File: config.mk
export PLATFORM = sky130hd
export DESIGN_NAME = clk_en_gen
export DESIGN_NICKNAME = d
export VERILOG_FILES = /design/src/rtl/clk_en_pkg.sv /design/src/rtl/clk_en_ch.sv /design/src/rtl/clk_en_gen.sv
export SDC_FILE = /design/constraint.sdc
export NUM_CORES = 1
export LEC_CHECK = 0
export ABC_AREA = 0
export CAP_MARGIN = 20
export CORE_MARGIN = 3
export CORE_UTILIZATION = 56
export DETAILED_ROUTE_END_ITERATION = 16
export GPL_ROUTABILITY_DRIVEN = 0
export PLACE_DENSITY = 0.72
export SETUP_SLACK_MARGIN = 0.15
export SLEW_MARGIN = 20
export SYNTH_ARGS = -nofsm -noshare
export SYNTH_HDL_FRONTEND = slang
export SYNTH_HIERARCHICAL = 1
export SYNTH_SLANG_ARGS = --single-unit
File: constraint.sdc
create_clock -name clk_40M -period 3.9 [get_ports clk_40M]
set_clock_uncertainty 0.15 [all_clocks]
set_input_delay 0.39 -clock clk_40M [delete_from_list [all_inputs] [get_ports clk_40M]]
set_output_delay 0.39 -clock clk_40M [all_outputs]
set_load 0.1 [all_outputs]
File: src/rtl/clk_en_pkg.sv
// clk_en_pkg: shared clock-rate constants and channel assignments for the clock-enable generator.
package clk_en_pkg;
    localparam int CLK_FREQ_HZ        = 40_000_000;
    localparam int DIV_W              = 26;
    localparam int DIV_1HZ            = CLK_FREQ_HZ;
    localparam int DIV_DEBOUNCE_100HZ = CLK_FREQ_HZ / 100;
    localparam int DIV_SCAN_1KHZ      = CLK_FREQ_HZ / 1000;
    localparam int CH_SCAN            = 0;
    localparam int CH_1HZ             = 1;
    localparam int CH_DEBOUNCE        = 2;
    localparam int CH_AUDIO           = 3;
endpackage

File: src/rtl/clk_en_ch.sv
// clk_en_ch: one divider channel with glitch-free divisor update, tick pulse and square wave.
module clk_en_ch import clk_en_pkg::*; #(
    parameter int DIV_W   = 26,
    parameter int DIV_RST = 2
) (
    input  logic             clk_40M,
    input  logic             rst,
    input  logic             en,
    input  logic             we,
    input  logic [DIV_W-1:0] wdiv,
    input  logic             restart,
    output logic             tick,
    output logic             sq,
    output logic             pend
);
    logic [DIV_W-1:0] cnt_q, cnt_d, dact_q, dact_d, pdiv_q, pdiv_d, dnext;
    logic             pend_q, pend_d, tick_q, tick_d, sq_q, sq_d, reload;
    // Reload on disable, restart or terminal count; a write lands in pend after that reload is taken
    always_comb begin
        dnext  = pend_q ? pdiv_q : dact_q;
        reload = !en || restart || cnt_q == '0;
        cnt_d  = reload ? dnext - 1'b1 : cnt_q - 1'b1;
        dact_d = reload ? dnext : dact_q;
        pend_d = we || (pend_q && !reload);
        pdiv_d = we ? ((wdiv == '0) ? DIV_W'(1) : wdiv) : pdiv_q;
        tick_d = en && !restart && cnt_q == '0;
        sq_d   = !en ? sq_q : restart ? 1'b0 : sq_q ^ (cnt_q == '0);
    end
    // Channel state registers
    always_ff @(posedge clk_40M) begin
        if (rst) begin
            cnt_q  <= DIV_W'(DIV_RST - 1);
            dact_q <= DIV_W'(DIV_RST);
            pdiv_q <= DIV_W'(DIV_RST);
            pend_q <= 1'b0;
            tick_q <= 1'b0;
            sq_q   <= 1'b0;
        end else begin
            cnt_q  <= cnt_d;
            dact_q <= dact_d;
            pdiv_q <= pdiv_d;
            pend_q <= pend_d;
            tick_q <= tick_d;
            sq_q   <= sq_d;
        end
    end
    assign tick = tick_q;
    assign sq   = sq_q;
    assign pend = pend_q;
endmodule

File: src/rtl/clk_en_gen.sv
// clk_en_gen: NUM_CH programmable clock-enable dividers with square waves and a display-scan counter.
// Define CLK_EN_GEN_PHASE_SYNC_EN to let the sync strobe restart all enabled channels in phase.
module clk_en_gen import clk_en_pkg::*; #(
    parameter int NUM_CH  = 4,
    parameter int DIV_W   = clk_en_pkg::DIV_W,
    parameter int DIV_RST = 2,
    parameter int SCAN_W  = 2,
    parameter int SCAN_CH = clk_en_pkg::CH_SCAN,
    localparam int CH_W   = (NUM_CH > 1) ? $clog2(NUM_CH) : 1
) (
    input  logic              clk_40M,
    input  logic              rst,
    input  logic [NUM_CH-1:0] ch_en,
    input  logic              cfg_we,
    input  logic [CH_W-1:0]   cfg_ch,
    input  logic [DIV_W-1:0]  cfg_div,
    input  logic              sync,
    output logic [NUM_CH-1:0] tick,
    output logic [NUM_CH-1:0] sq,
    output logic [NUM_CH-1:0] pend,
    output logic [SCAN_W-1:0] scan_cnt
);
    logic              restart;
    logic [SCAN_W-1:0] scan_cnt_q, scan_cnt_d;
`ifdef CLK_EN_GEN_PHASE_SYNC_EN
    assign restart = sync;
`else
    logic unused_sync;
    assign unused_sync = sync;
    assign restart     = 1'b0;
`endif
    // Out-of-range cfg_ch matches no channel, so such writes fall through
    for (genvar i = 0; i < NUM_CH; i++) begin : g_ch
        clk_en_ch #(.DIV_W(DIV_W), .DIV_RST(DIV_RST)) u_ch (
            .clk_40M (clk_40M),
            .rst     (rst),
            .en      (ch_en[i]),
            .we      (cfg_we && cfg_ch == CH_W'(i)),
            .wdiv    (cfg_div),
            .restart (restart),
            .tick    (tick[i]),
            .sq      (sq[i]),
            .pend    (pend[i])
        );
    end
    // Scan index advances once per scan-channel tick, wrapping naturally
    always_comb scan_cnt_d = tick[SCAN_CH] ? scan_cnt_q + 1'b1 : scan_cnt_q;
    // Scan index register
    always_ff @(posedge clk_40M) begin
        if (rst) scan_cnt_q <= '0;
        else     scan_cnt_q <= scan_cnt_d;
    end
    assign scan_cnt = scan_cnt_q;
endmodule

==> flow_metrics.env <==
export IMPL_synth_area_leader_cell="dfxtp_1"
export IMPL_rsz0062_at_grt="true"
export IMPL_synth_simple_gate_area_frac=0.250
export IMPL_synth_seq_cells=326
export IMPL_r2r_slack_ns=0.28
export IMPL_power_leakage_nw=7.24
export IMPL_synth_mux_area_frac=0.171
export IMPL_crit_required_ns=4.21
export IMPL_cp_end_kind="flip-flop"
export IMPL_synth_fa_ha_area_frac=0.00285
export IMPL_io_buffers=48
export IMPL_r2r_end="g_ch[3].u_ch/cnt_q[18]"
export IMPL_reg2reg_depth=11
export IMPL_slew_violations=0
export IMPL_slew_headroom=0.271
export IMPL_die_width_microns=183
export IMPL_synth_top_area_share=0.372
export IMPL_timing_final_crit_share=0.928
export IMPL_max_freq_mhz=276
export IMPL_drc_errors=0
export IMPL_hold_viol=0
export IMPL_grt_remaining_overflow=0
export IMPL_wl_per_cell_microns=17.9
export IMPL_cts_buffer_depth=3
export IMPL_drt_initial_drc_count=921
export IMPL_path_delay_family="simple AND/OR/NAND/NOR gates"
export IMPL_path_class="reg2reg"
export IMPL_synth_cells=2061
export IMPL_wirelength_microns=44900
export IMPL_r2r_start="g_ch[3].u_ch/cnt_q[10]"
export IMPL_grt_usage=0.263
export IMPL_arrival_ns=3.93
export IMPL_hold_depth=2
export IMPL_final_setup_tns_ns=0
export IMPL_synth_top_family_by_area="simple AND/OR/NAND/NOR gates"
export IMPL_worst_slew_pin_slew_ns=1.09
export IMPL_fin_ws_ns=0.282
export IMPL_finish_net_count=2127
export IMPL_drive_gt1_frac=0.137
export IMPL_postSynthAreaPerCell_sq_um=8.51
export IMPL_synth_ff_type="dfxtp_1"
export IMPL_clk_latency_ns=0.53
export IMPL_antenna_found_initial=1
export IMPL_grt_pass1_vias=14900
export IMPL_outcome="complete, no violations"
export IMPL_syn_to_final_growth_pct=14.1
export IMPL_dpl_worst_slack_ns=0.215
export IMPL_critPathBufInv=0
export IMPL_cts_clk_slew_worst_paths_ns=0.06
export IMPL_vias=15200
export IMPL_grt_pass1_wl_microns=73800
export IMPL_total_power_mw=8.84
export IMPL_dr_pass1_iters=5
export IMPL_yosysMostFrequentCell="dfxtp_1"
export IMPL_max_stage_delay_ns=0.57
export IMPL_coreArea_sq_mm=0.0307
export IMPL_min_period_ns=3.62
export IMPL_yosysSeqAreaShare=0.372
export IMPL_synth_compound_area_share=0.125
export IMPL_syn_area_sq_mm=0.0175
export IMPL_hold_end="g_ch[2].u_ch/cnt_q[13]"
export IMPL_fillers=2654
export IMPL_initial_core_util=0.570
export IMPL_cts_buffers=37
export IMPL_die_h_microns=183
export IMPL_cp_slowest_cell="or4_1"
export IMPL_synth_xor_area_frac=0.0385
export IMPL_grt_max_degree=106
export IMPL_power_density_mw_per_mm2=442
export IMPL_viasPerCell=6.06
export IMPL_synth_area_leaders="dfxtp_1 37%, mux2i_1 11%, nor2_1 6.8%"
export IMPL_tritoncts="done"
export IMPL_setup_viol=0
export IMPL_detailed_place_hpwl_microns=30700
export IMPL_num_rows=64
export IMPL_final_cells=2511
export IMPL_multi_input_area_sq_mm=0.0106
export IMPL_synth_commonest_cells="326 x dfxtp_1, 318 x nor2_1, 201 x nand2_1"
export IMPL_clockRootBuffer="clkbuf_16"
export IMPL_max_vdd_ir_drop_mv=0.335
export IMPL_yosysUniqueCellTypes=56
export IMPL_crit_chain="or4_4 > nor4_4 > a21oi_2 > a21oi_1 > ha_2 > nor3b_4 > nand3b_1 > a2111oi_4 > a41oi_2 > or4_1 > nand2_1"
export IMPL_startpoint_type="flip-flop"
export IMPL_dp_cells=2433
export IMPL_ant_nets=0
export IMPL_drv_cap=0
export IMPL_regArea_sq_mm=0.00655
export IMPL_cts_sinks=326
export IMPL_worstHoldStart="rst"
export IMPL_io_pins=50
export IMPL_hp_class="in2reg"
export IMPL_htreeDepth=2
export IMPL_synth_edf_count=0
export IMPL_die_area_sq_mm=0.0335
export IMPL_cp_max_fo=6
export IMPL_yosysWarnings=6
export IMPL_startpoint="g_ch[3].u_ch/cnt_q[10]"
export IMPL_synth_async_reset_ratio=0
==> power by group <==
group | switching [mW] | total (mW) | internal (mW)
Clock | 1.44 | 3.71 | 2.26
Combinational | 0.877 | 1.50 | 0.625
Sequential | 0.158 | 3.63 | 3.48
==> metal layers <==
metal / wire length, microns / track usage / up-vias
met5: 0 / 0 / -
met4: 1190 / 0.0807 / 0
met3: 2400 / 0.0415 / 101
met2: 22200 / 0.464 / 392
met1: 19200 / 0.331 / 7207
li1: - / - / 7507
==> stage by stage <==
step | util | cell area [sq um] | hold slack [ns]
3_5_place_dp | 0.603 | 18500 | 0.297
6_report | 0.651 | 20000 | 0.191
5_1_grt | 0.651 | 20000 | 0.230
4_1_cts | 0.645 | 19800 | 0.193
2_1_floorplan | - | 17900 | 0.284
3_3_place_gp | 0.603 | 18500 | 0.289
==> kinds of logic after synthesis <==
kind of cell    count (synthesis)
compound gates                330
flops                         326
fa+ha+maj                       4
buf+inv                       140
other cells                     1
simple gates                  895
mux                           288
xor+xnor                       77
==> worst reg2reg max path: cells and delay by family (launching register included) <==
family,cells,cell delay (ns)
compound gates,4,0.87
flops,1,0.35
fa+ha+maj,1,0.24
simple gates,6,1.95
==> worst max path at each step <==
stage                                   endpoint  slack [ns]  cells after the start
after global placement    g_ch[3].u_ch/cnt_q[18]        0.29                     11
after CTS                 g_ch[0].u_ch/cnt_q[24]        0.18                     12
after floorplan           g_ch[0].u_ch/cnt_q[18]        0.09                     13
after detailed placement  g_ch[0].u_ch/cnt_q[24]        0.21                     12
after global routing      g_ch[3].u_ch/cnt_q[18]        0.09                     11
final                     g_ch[3].u_ch/cnt_q[18]        0.28                     11
==> repair_timing <==
| item | CTS | global route |
|---|---|---|
| hold buffers | 0 | 0 |
| buffers inserted | 0 | 11 |
| resized for setup | 0 | 11 |
| setup endpoints to repair | 0 | 12 |
==> layout make-up <==
| type | count | area share |
|---|---|---|
| multi-input cells | 1602 | 0.532 |
| diodes | 1 | 0.000125 |
| clock inverters | 20 | 0.0125 |
| inverters | 12 | 0.00225 |
| well taps | 396 | 0.0248 |
| repair buffers | 108 | 0.0486 |
| flip-flops and latches | 326 | 0.327 |
| clock buffers | 46 | 0.0527 |
==> cell usage in the layout (no fill, tap or decap), types with 40 or more instances in the layout <==
master | Yosys | final
a21oi_1 | 144 | 133
buf_4 | 4 | 57
clkbuf_16 | 0 | 40
clkdlybuf4s50_1 | 0 | 47
dfxtp_1 | 326 | 318
mux2_2 | 88 | 88
mux2i_1 | 200 | 200
nand2_1 | 201 | 201
nor2_1 | 318 | 317
nor3_1 | 108 | 108
nor4_1 | 88 | 88
xnor2_1 | 41 | 41
==> sequential cells by signal, indices dropped and copies added, names as in the netlist <==
signal	cells
g_ch.u_ch/cnt_q	104
g_ch.u_ch/dact_q	104
g_ch.u_ch/pdiv_q	104
g_ch.u_ch/pend	4
g_ch.u_ch/sq	4
g_ch.u_ch/tick	4
scan_cnt	2
(Power assumes the default switching activity.)
